===== src/rtl/dmem_responder_pkg.sv =====
// Shared definitions for the MEM-stage data-memory responder:
// FSM state encodings and backing-bus opcode values.
package dmem_responder_pkg;

  typedef enum logic [1:0] {
    DMEM_IDLE  = 2'd0,
    DMEM_FILL  = 2'd1,
    DMEM_WRITE = 2'd2,
    DMEM_DONE  = 2'd3
  } dmem_state_e;

  localparam logic BUS_RD = 1'b0;
  localparam logic BUS_WR = 1'b1;

endpackage


===== src/rtl/dmem_responder_if.sv =====
// Pipeline-side port plus backing-bus port of the data-memory responder.
// slave: the responder's view; master: the pipeline/backing-memory view.
interface dmem_responder_if #(
  parameter int ADDR_W = 32,
  parameter int DATA_W = 32
);
  logic              mem_ren;
  logic              mem_wen;
  logic [ADDR_W-1:0] mem_addr;
  logic [DATA_W-1:0] mem_dout;
  logic [DATA_W-1:0] mem_din;
  logic              mem_stall;

  logic              bus_req;
  logic              bus_we;
  logic [ADDR_W-1:0] bus_addr;
  logic [DATA_W-1:0] bus_wdata;
  logic              bus_ack;
  logic [DATA_W-1:0] bus_rdata;

  modport slave (
    input  mem_ren, mem_wen, mem_addr, mem_dout, bus_ack, bus_rdata,
    output mem_din, mem_stall, bus_req, bus_we, bus_addr, bus_wdata
  );

  modport master (
    output mem_ren, mem_wen, mem_addr, mem_dout, bus_ack, bus_rdata,
    input  mem_din, mem_stall, bus_req, bus_we, bus_addr, bus_wdata
  );
endinterface


===== src/rtl/dmem_responder_line_store.sv =====
// Direct-mapped line storage: valid bits, tags and one data word per line.
// Combinational read port, one synchronous write port, synchronous clear of
// all valid bits. Tag/data arrays carry no reset; valid gates them.
module dmem_responder_line_store #(
  parameter int LINES  = 16,
  parameter int IDX_W  = 4,
  parameter int TAG_W  = 26,
  parameter int DATA_W = 32
) (
  input  logic              clk,
  input  logic              clear_all_i,
  input  logic              we_i,
  input  logic [IDX_W-1:0]  widx_i,
  input  logic [TAG_W-1:0]  wtag_i,
  input  logic [DATA_W-1:0] wdata_i,
  input  logic [IDX_W-1:0]  ridx_i,
  output logic              rvalid_o,
  output logic [TAG_W-1:0]  rtag_o,
  output logic [DATA_W-1:0] rdata_o
);

  logic [LINES-1:0]  valid_q;
  logic [TAG_W-1:0]  tag_q  [LINES];
  logic [DATA_W-1:0] data_q [LINES];

  // Valid vector: clear wins over a simultaneous write.
  always_ff @(posedge clk) begin
    if (clear_all_i) begin
      valid_q <= '0;
    end else if (we_i) begin
      valid_q[widx_i] <= 1'b1;
    end
  end

  // Tag and data arrays: written only when the line is being installed/updated.
  always_ff @(posedge clk) begin
    if (we_i && !clear_all_i) begin
      tag_q[widx_i]  <= wtag_i;
      data_q[widx_i] <= wdata_i;
    end
  end

  assign rvalid_o = valid_q[ridx_i];
  assign rtag_o   = tag_q[ridx_i];
  assign rdata_o  = data_q[ridx_i];

endmodule


===== src/rtl/dmem_responder.sv =====
// MEM-stage data-memory responder: direct-mapped, write-through,
// no-write-allocate cache in front of a req/ack backing bus.
module dmem_responder
  import dmem_responder_pkg::*;
#(
  parameter int LINES  = 16,
  parameter int ADDR_W = 32,
  parameter int DATA_W = 32
) (
  input logic             clk,
  input logic             rst,
  dmem_responder_if.slave bus
);

  localparam int IDX_W = $clog2(LINES);
  localparam int TAG_W = ADDR_W - IDX_W - 2;

  dmem_state_e       state_q;
  logic              bus_req_q;
  logic              bus_we_q;
  logic [ADDR_W-1:0] bus_addr_q;
  logic [DATA_W-1:0] bus_wdata_q;
  logic [DATA_W-1:0] rdata_q;
  logic              done_rd_q;

  logic [IDX_W-1:0]  req_idx;
  logic [TAG_W-1:0]  req_tag;
  logic [IDX_W-1:0]  fill_idx;
  logic [TAG_W-1:0]  fill_tag;
  logic [ADDR_W-1:0] req_addr_word;
  logic              line_valid;
  logic [TAG_W-1:0]  line_tag;
  logic [DATA_W-1:0] line_data;
  logic              hit;
  logic              ack_ok;

  logic              st_we;
  logic [IDX_W-1:0]  st_idx;
  logic [TAG_W-1:0]  st_tag;
  logic [DATA_W-1:0] st_data;

  logic              unused_addr_bits;

  assign req_idx       = bus.mem_addr[IDX_W+1:2];
  assign req_tag       = bus.mem_addr[ADDR_W-1:IDX_W+2];
  assign req_addr_word = {bus.mem_addr[ADDR_W-1:2], 2'b00};
  assign fill_idx      = bus_addr_q[IDX_W+1:2];
  assign fill_tag      = bus_addr_q[ADDR_W-1:IDX_W+2];
  assign hit           = line_valid && (line_tag == req_tag);
  // An ack only counts while our own request is on the bus.
  assign ack_ok        = bus.bus_ack && bus_req_q;
  assign unused_addr_bits = ^bus.mem_addr[1:0];

  dmem_responder_line_store #(
    .LINES  (LINES),
    .IDX_W  (IDX_W),
    .TAG_W  (TAG_W),
    .DATA_W (DATA_W)
  ) u_line_store (
    .clk         (clk),
    .clear_all_i (rst),
    .we_i        (st_we),
    .widx_i      (st_idx),
    .wtag_i      (st_tag),
    .wdata_i     (st_data),
    .ridx_i      (req_idx),
    .rvalid_o    (line_valid),
    .rtag_o      (line_tag),
    .rdata_o     (line_data)
  );

  // Line-store write port: write-hit update from IDLE, line install on fill ack.
  always_comb begin
    st_we   = 1'b0;
    st_idx  = req_idx;
    st_tag  = req_tag;
    st_data = bus.mem_dout;
    if (!rst) begin
      case (state_q)
        DMEM_IDLE: begin
          if (bus.mem_wen && hit) st_we = 1'b1;
        end
        DMEM_FILL: begin
          if (ack_ok) begin
            st_we   = 1'b1;
            st_idx  = fill_idx;
            st_tag  = fill_tag;
            st_data = bus.bus_rdata;
          end
        end
        default: ;
      endcase
    end
  end

  // Control FSM with registered bus outputs and latched fill data.
  always_ff @(posedge clk) begin
    if (rst) begin
      state_q     <= DMEM_IDLE;
      bus_req_q   <= 1'b0;
      bus_we_q    <= BUS_RD;
      bus_addr_q  <= '0;
      bus_wdata_q <= '0;
      rdata_q     <= '0;
      done_rd_q   <= 1'b0;
    end else begin
      case (state_q)
        DMEM_IDLE: begin
          if (bus.mem_wen) begin
            bus_req_q   <= 1'b1;
            bus_we_q    <= BUS_WR;
            bus_addr_q  <= req_addr_word;
            bus_wdata_q <= bus.mem_dout;
            done_rd_q   <= 1'b0;
            state_q     <= DMEM_WRITE;
          end else if (bus.mem_ren && !hit) begin
            bus_req_q   <= 1'b1;
            bus_we_q    <= BUS_RD;
            bus_addr_q  <= req_addr_word;
            done_rd_q   <= 1'b1;
            state_q     <= DMEM_FILL;
          end
        end
        DMEM_FILL: begin
          if (ack_ok) begin
            bus_req_q <= 1'b0;
            rdata_q   <= bus.bus_rdata;
            state_q   <= DMEM_DONE;
          end
        end
        DMEM_WRITE: begin
          if (ack_ok) begin
            bus_req_q <= 1'b0;
            state_q   <= DMEM_DONE;
          end
        end
        // One release cycle so the still-presented request is not re-issued.
        DMEM_DONE: state_q <= DMEM_IDLE;
        default:   state_q <= DMEM_IDLE;
      endcase
    end
  end

  // Stall and load data: decoded from state, request and hit only.
  always_comb begin
    bus.mem_stall = 1'b0;
    bus.mem_din   = '0;
    if (!rst) begin
      case (state_q)
        DMEM_IDLE: begin
          if (bus.mem_wen) begin
            bus.mem_stall = 1'b1;
          end else if (bus.mem_ren) begin
            if (hit) bus.mem_din   = line_data;
            else     bus.mem_stall = 1'b1;
          end
        end
        DMEM_FILL, DMEM_WRITE: bus.mem_stall = 1'b1;
        DMEM_DONE: begin
          if (done_rd_q) bus.mem_din = rdata_q;
        end
        default: ;
      endcase
    end
  end

  assign bus.bus_req   = bus_req_q;
  assign bus.bus_we    = bus_we_q;
  assign bus.bus_addr  = bus_addr_q;
  assign bus.bus_wdata = bus_wdata_q;

endmodule


===== src/flat_wrapper.sv =====
// flat-port wrapper written by rule: the top's interface ports become plain ports
module dmem_responder_flat import dmem_responder_pkg::*;
#(
  parameter int LINES  = 16,
  parameter int ADDR_W = 32,
  parameter int DATA_W = 32
)
  (clk, rst, bus_mem_ren, bus_mem_wen, bus_mem_addr, bus_mem_dout, bus_bus_ack, bus_bus_rdata, bus_mem_din, bus_mem_stall, bus_bus_req, bus_bus_we, bus_bus_addr, bus_bus_wdata);
  dmem_responder_if #(.ADDR_W(ADDR_W), .DATA_W(DATA_W)) bus_i ();
  input logic clk;
  input logic rst;
  input wire logic [$bits(bus_i.mem_ren)-1:0] bus_mem_ren;
  input wire logic [$bits(bus_i.mem_wen)-1:0] bus_mem_wen;
  input wire logic [$bits(bus_i.mem_addr)-1:0] bus_mem_addr;
  input wire logic [$bits(bus_i.mem_dout)-1:0] bus_mem_dout;
  input wire logic [$bits(bus_i.bus_ack)-1:0] bus_bus_ack;
  input wire logic [$bits(bus_i.bus_rdata)-1:0] bus_bus_rdata;
  output wire logic [$bits(bus_i.mem_din)-1:0] bus_mem_din;
  output wire logic [$bits(bus_i.mem_stall)-1:0] bus_mem_stall;
  output wire logic [$bits(bus_i.bus_req)-1:0] bus_bus_req;
  output wire logic [$bits(bus_i.bus_we)-1:0] bus_bus_we;
  output wire logic [$bits(bus_i.bus_addr)-1:0] bus_bus_addr;
  output wire logic [$bits(bus_i.bus_wdata)-1:0] bus_bus_wdata;
  assign bus_i.mem_ren = bus_mem_ren;
  assign bus_i.mem_wen = bus_mem_wen;
  assign bus_i.mem_addr = bus_mem_addr;
  assign bus_i.mem_dout = bus_mem_dout;
  assign bus_i.bus_ack = bus_bus_ack;
  assign bus_i.bus_rdata = bus_bus_rdata;
  assign bus_mem_din = bus_i.mem_din;
  assign bus_mem_stall = bus_i.mem_stall;
  assign bus_bus_req = bus_i.bus_req;
  assign bus_bus_we = bus_i.bus_we;
  assign bus_bus_addr = bus_i.bus_addr;
  assign bus_bus_wdata = bus_i.bus_wdata;
  dmem_responder #(.LINES(LINES), .ADDR_W(ADDR_W), .DATA_W(DATA_W)) u_core (.clk(clk), .rst(rst), .bus(bus_i));
endmodule

===== config.mk =====
export PLATFORM = sky130hd
export DESIGN_NAME = dmem_responder_flat
export DESIGN_NICKNAME = d
export VERILOG_FILES = /design/src/rtl/dmem_responder_pkg.sv /design/src/rtl/dmem_responder_if.sv /design/src/rtl/dmem_responder_line_store.sv /design/src/rtl/dmem_responder.sv /design/src/flat_wrapper.sv
export SDC_FILE = /design/constraint.sdc
export NUM_CORES = 1
export LEC_CHECK = 0
export CORE_UTILIZATION = 45
export CTS_CLUSTER_SIZE = 30
export DETAILED_ROUTE_END_ITERATION = 8
export SETUP_SLACK_MARGIN = 0.3
export SYNTH_ARGS = -nofsm -noshare
export SYNTH_HDL_FRONTEND = slang
export SYNTH_SLANG_ARGS = --single-unit

===== constraint.sdc =====
create_clock -name clk -period 8.6 [get_ports clk]
set_input_delay 1.29 -clock clk [delete_from_list [all_inputs] [get_ports clk]]
set_output_delay 1.29 -clock clk [all_outputs]
set_load 0.05 [all_outputs]

# Word-level counts from Yosys, hierarchy flattened
# Memory sizes are Yosys's and may differ from the RTL's.
# Cells that the tools add are included.
# W data, S select, Z words.
dict set report totals {
  memories 2
  out_inout_bits 99
  ff_bits 117
  ram_bits 928
}
dict set report op_classes {
  n_bitwise 1
  magnitude_cmp 3
  reduce_logical 17
  n_eq_ne 6
  mux 43
}
# memory depth width read_ports rd_clocked_by_memory_dff wr line_no
set memory_table {}
lappend memory_table {u_core.u_line_store.data_q 16 32 1 0 1 dmem_responder_line_store.sv:24} ;# logic [DATA_W-1:0] data_q [LINES];
lappend memory_table {u_core.u_line_store.tag_q 16 26 1 0 1 dmem_responder_line_store.sv:23} ;# logic [TAG_W-1:0] tag_q [LINES];
# cell count
set op_table {}
lappend op_table {{$mux W32} 10}
lappend op_table {{$mux W26} 3}
lappend op_table {{$pmux W32 S2} 1}
lappend op_table {{$eq A26 B26 Y1} 1}
lappend op_table {{$mux W1} 17}
lappend op_table {{$or A16 B16 Y16} 1}
lappend op_table {{$mux W4} 3}
lappend op_table {{$lt A4 B5 Y1 const B} 2}
lappend op_table {{$reduce_and A2 Y1} 4}
lappend op_table {{$logic_and A1 B1 Y1} 6}
lappend op_table {{$mux W2} 3}
lappend op_table {{$pmux W1 S2} 3}
lappend op_table {{$pmux W2 S3} 1}
lappend op_table {{$bmux W1 S4} 1}
lappend op_table {{$demux W1 S4} 1}
lappend op_table {{$eq A2 B2 Y1 const B} 2}
lappend op_table {{$ge A4 B1 Y1 const B} 1}
lappend op_table {{$reduce_bool A2 Y1} 2}
lappend op_table {{$ne A3 B2 Y1 const B} 1}
lappend op_table {{$reduce_and A3 Y1} 1}
lappend op_table {{$eq A2 B1 Y1 const B} 1}
lappend op_table {{$logic_not A1 Y1} 2}
lappend op_table {{$logic_not A2 Y1} 1}
lappend op_table {{$ne A2 B1 Y1 const B} 1}
lappend op_table {{$reduce_or A2 Y1} 1}

# Depth between registers and ports, before layout
dict set report logic_depth {
  depth_word 10
  ltp_mapped 16
  ltp_nobuf 9
}

# By module
# From an unflattened synthesis, not the netlist that was laid out.
dict set report hier_totals {
  hier_cells 2016
  area_unflattened_um2 40208.6
}
# module seq_area_each_um2 cells_per_inst area_per_inst_um2 instances
set modules_own_cells {}
lappend modules_own_cells {dmem_responder_line_store 28187.0 1483 35266.3 1}
lappend modules_own_cells {dmem_responder 1981.9 533 4942.2 1}

# Worst setup path after synthesis
# No wires, ideal clock.
dict set report synth_timing {
  path_kind {in2reg}
  start {input bus_mem_addr[4]}
  end {memory u_core.u_line_store.data_q[14][0], enable pin}
  path_slack_ns 1.844
  path_stages 15
  arrival_ns 6.281
  required_ns 8.125
  setup_ns 0.475
  path_cell_list {buf_4 > buf_2 > buf_4 > mux4_2 > nand2_1 > a211oi_1 > a31o_2 > a2111oi_0 > and4_1 > buf_2 > a31o_1 > buf_4 > a21bo_1 > buf_6 > nor2_1}
}
dict set report synth_via {
  elab_chain_len 10
  word_cells_on_any_way 15
}
# item line_no
set synth_lines {}
lappend synth_lines {{from (decl)} flat_wrapper.sv:14} ;# input wire logic [$bits(bus_i.mem_addr)-1:0] bus_mem_addr;
lappend synth_lines {{$mem_v2 Z16 W26 / $bmux W1 S4 (equally long branches)} --}
lappend synth_lines {{$eq A26 B26 Y1 / $mux W1 (equally long branches)} {dmem_responder.sv:49, dmem_responder_line_store.sv:43}}
lappend synth_lines {{$logic_and A1 B1 Y1} dmem_responder.sv:49} ;# assign hit = line_valid && (line_tag == req_tag);
lappend synth_lines {{$logic_and A1 B1 Y1} dmem_responder.sv:81} ;# if (bus.mem_wen && hit) st_we = 1'b1;
lappend synth_lines {{$mux W1} dmem_responder.sv:81}
lappend synth_lines {{$pmux W1 S2} dmem_responder.sv:79} ;# case (state_q)
lappend synth_lines {{$mux W1} dmem_responder.sv:78} ;# if (!rst) begin
lappend synth_lines {{$logic_and A1 B1 Y1} dmem_responder_line_store.sv:37} ;# if (we_i && !clear_all_i) begin
lappend synth_lines {{$mux W1} dmem_responder_line_store.sv:37}
lappend synth_lines {{$mux W1 (not written as such)} dmem_responder_line_store.sv:39} ;# data_q[widx_i] <= wdata_i;
lappend synth_lines {{to (decl)} dmem_responder_line_store.sv:24}
# Parallel ways exist; a longest one is shown, timed or not. The select of a mux whose other input is x is not followed.

# Worst setup path in the final report
dict set report layout_timing {
  start {input bus_mem_addr[4]}
  end {output bus_mem_din[31]}
}
dict set report layout_via {
  elab_chain_len 8
  word_cells_on_any_way 11
}
# item line_no
set layout_lines {}
lappend layout_lines {{$mem_v2 Z16 W26 / $bmux W1 S4 (equally long branches)} --}
lappend layout_lines {{$eq A26 B26 Y1 / $mux W1 (equally long branches)} {dmem_responder.sv:49, dmem_responder_line_store.sv:43}}
lappend layout_lines {{$logic_and A1 B1 Y1} dmem_responder.sv:49}
lappend layout_lines {{$mux W32 (*)} dmem_responder.sv:154} ;# if (hit) bus.mem_din = line_data;
lappend layout_lines {{$mux W32 (*)} dmem_responder.sv:153} ;# end else if (bus.mem_ren) begin
lappend layout_lines {{$mux W32 (*)} dmem_responder.sv:151} ;# if (bus.mem_wen) begin
lappend layout_lines {{$pmux W32 S2 (*)} dmem_responder.sv:149} ;# case (state_q)
lappend layout_lines {{$mux W32 (*)} dmem_responder.sv:148} ;# if (!rst) begin
lappend layout_lines {{to (decl)} flat_wrapper.sv:18} ;# output wire logic [$bits(bus_i.mem_din)-1:0] bus_mem_din;
# Every way passes the cells marked *; elsewhere a longest branch is shown, timed or not. The select of a mux whose other input is x is not followed.

==> flow_summary.json <==
{
  "max_slew_margin_pct": 13.4,
  "grt_pass1_vias": 22900,
  "power.total_mw": 11.6,
  "gp_congestion": 0.811,
  "cp_slowest_stage_delay_ns": 0.91,
  "endpoint_kind": "output pin",
  "grt_overflow": 0,
  "antenna_left": 0,
  "cap_violations": 0,
  "hold_path_depth": 2,
  "htree_levels": 3,
  "layout.nets": 2619,
  "initial_core_util_pct": 45.7,
  "timing.final.crit_share_pct": 87.9,
  "seq_area_frac_synth_pct": 73.0,
  "arrival_ns": 6.27,
  "drc": 0,
  "path_max_fanout": 67,
  "clk_latency_ns": 0.67,
  "firstDrtPassIters": 6,
  "slew_viol_final": 0,
  "drtIter0Drc": 2373,
  "dp_hpwl_mm": 59.1,
  "setup_violations": 0,
  "drt-wirelength-per-cell_um": 27.8,
  "num-fill-cells": 7014,
  "post_cts_buffers": 0,
  "cp-start-kind": "primary input",
  "via_per_inst": 5.86,
  "hp-class": "flip-flop to flip-flop",
  "setup_slack_ns": 1.04,
  "crit_slowest_cell": "clkdlybuf4s50_1",
  "critPathKind": "primary input to output pin",
  "ys_ff_latch": 1043,
  "cts_buffers": 106,
  "grt_max_degree": 103,
  "core_area_sq_um": 90400,
  "finalClockSkew_ns": 0.0357,
  "cts_tree": "built",
  "irDropWorstVdd_v": 0.000168,
  "antenna_found_initial": 0,
  "clockRootBuffer": "clkbuf_16",
  "dp_slack_ns": 1.07,
  "period_needed_ns": 7.56,
  "track_usage_pct": 22.6,
  "final.setup.tns_ns": 0,
  "cts.sinks": 1043,
  "die_area_sq_um": 93000,
  "rr_worst_depth": 7,
  "diodes": 0,
  "cts_buffer_depth": 3,
  "final_common_cell": "edfxtp_1",
  "die_y_um": 305,
  "rsz0062_at_grt": "no",
  "netlist_area_sq_um": 41300,
  "yosysWarnings": 0,
  "drive_gt1_share_pct": 20.1,
  "die_width_um": 305,
  "utilization_pct": 53.4,
  "crit_required_ns": 7.31,
  "synthFlopType": "edfxtp_1",
  "area_delta_synth_final_pct": 16.8,
  "io_pins": 200,
  "status": "complete, no violations",
  "power_density_nw_per_um2": 239,
  "vias": 22100,
  "path_cells": "clkbuf_8 -> buf_4 -> mux4_2 -> mux2i_1 -> xor2_1 -> nand4_1 -> o22ai_1 -> and4_1 -> and4_1 -> buf_4 -> a32oi_1 -> nor2_1 -> clkdlybuf4s50_1",
  "grt_pass1_wl_mm": 154,
  "synth_edf_count": 928,
  "p_leak_nw": 15.7,
  "max_freq_mhz": 132,
  "placementRows": 110,
  "fin_hold_ws_ns": 0.458,
  "holdBufCountCts": 0,
  "syn_area_per_cell_sq_um": 18.0,
  "tightest_slew_ns": 1.30,
  "totalWireLength_mm": 105,
  "synth_cells": 2292,
  "async_reset_ff_share_pct": 0,
  "cts_resized": 0,
  "final-hold-violation-count": 0,
  "io_buffers": 195,
  "ys_types": 58,
  "clk_pin_slew_ns": 0.06,
  "mostFrequentLayoutCells": "edfxtp_1, nand2_1, mux4_2, clkdlybuf4s50_1, dfxtp_1"
}
worst max-delay path, delay by kind of cell:
family	cells	cell delay, ns
and+or+nand+nor	4	0.91
xor gates and xnor gates	1	0.31
AOI/OAI and AO/OA	2	0.34
buffers and inverters	4	2.42
muxes	2	0.89
synthesized netlist by cell type (all sizes together), types with 5 or more instances:
| library cell | instances | area share (%) |
|---|---|---|
| a211oi | 5 | 0.091 |
| a21oi | 75 | 0.91 |
| a22o | 8 | 0.17 |
| a22oi | 14 | 0.25 |
| a32oi | 33 | 0.70 |
| and2 | 6 | 0.091 |
| buf | 75 | 1.1 |
| clkbuf | 65 | 0.59 |
| dfxtp | 115 | 5.6 |
| edfxtp | 928 | 67 |
| inv | 30 | 0.27 |
| mux2i | 93 | 2.3 |
| mux4 | 252 | 14 |
| nand2 | 325 | 3.0 |
| nand2b | 10 | 0.15 |
| nand3 | 10 | 0.12 |
| nand3b | 6 | 0.11 |
| nor2 | 97 | 0.88 |
| nor2b | 19 | 0.29 |
| nor3 | 7 | 0.085 |
| o21ai | 20 | 0.24 |
| o22ai | 17 | 0.32 |
| xnor2 | 9 | 0.19 |
| xor2 | 13 | 0.28 |
through the flow:
step,cell area (sq um),instances
floorplan,41300,2293
global placement,44700,3582
detailed placement,44700,3582
CTS,48300,3781
global route,48300,3781
finish,48300,3781
path summary, 6_finish.rpt:
path / from / endpoint / slack (ns)
worst max-delay path: bus_mem_addr[4] / bus_mem_din[31] / 1.04
worst min-delay path: u_core.bus.bus_wdata[19] / u_core.bus.bus_wdata[19] / 0.46
worst max register to register: u_core.state_q[0] / u_core.u_line_store.data_q[1][27] / 3.10
worst min register to register: u_core.bus.bus_wdata[19] / u_core.bus.bus_wdata[19] / 0.46
cell families after synthesis:
logic type                 count (synthesis)  synth area share, %
other                                      1              0.00908
muxes                                    348                 16.1
buffers and inverters                    170                 1.95
xor gates and xnor gates                  22                0.466
DFF                                     1043                 73.0
and+or+nand+nor                          503                 5.07
adders and majority gates                  4                0.121
AOI/OAI and AO/OA                        201                 3.31
flip-flops by register name, indices dropped and copies added (netlist names):
signal and cells:
u_core.u_line_store.data_q 512, u_core.u_line_store.tag_q 416, u_core.bus.bus_wdata 32, u_core.rdata_q 32, u_core.bus.bus_addr 30, u_core.u_line_store.valid_q 16
u_core.state_q 2, u_core.bus.bus_req 1, u_core.bus.bus_we 1, u_core.done_rd_q 1
power breakdown:
group | leakage (nW) | internal, mW | switching, mW
Clock | 1.73 | 2.70 | 1.91
Sequential | 9.28 | 5.64 | 0.0607
Combinational | 4.67 | 0.426 | 0.828
layer usage:
metal / vias up / track usage [%] / part of all wire, %
li1: 9497 / - / -
met1: 11800 / 30.1 / 41
met2: 684 / 39.6 / 52
met3: 144 / 2.56 / 5.1
met4: 0 / 5.74 / 1.9
met5: - / 0 / 0
layout make-up:
| class | instances | area [sq um] | area share, % |
|---|---|---|---|
| timing repair buffer | 253 | 2490 | 5.16 |
| clock buffer | 150 | 3030 | 6.29 |
| sequential | 1043 | 30200 | 62.5 |
| multi-input combinational | 1080 | 10500 | 21.8 |
| tap | 1176 | 1470 | 3.05 |
| clock inverter | 49 | 480 | 0.996 |
| inverter | 30 | 113 | 0.233 |
No activity file was read; power rests on OpenSTA's default activity.
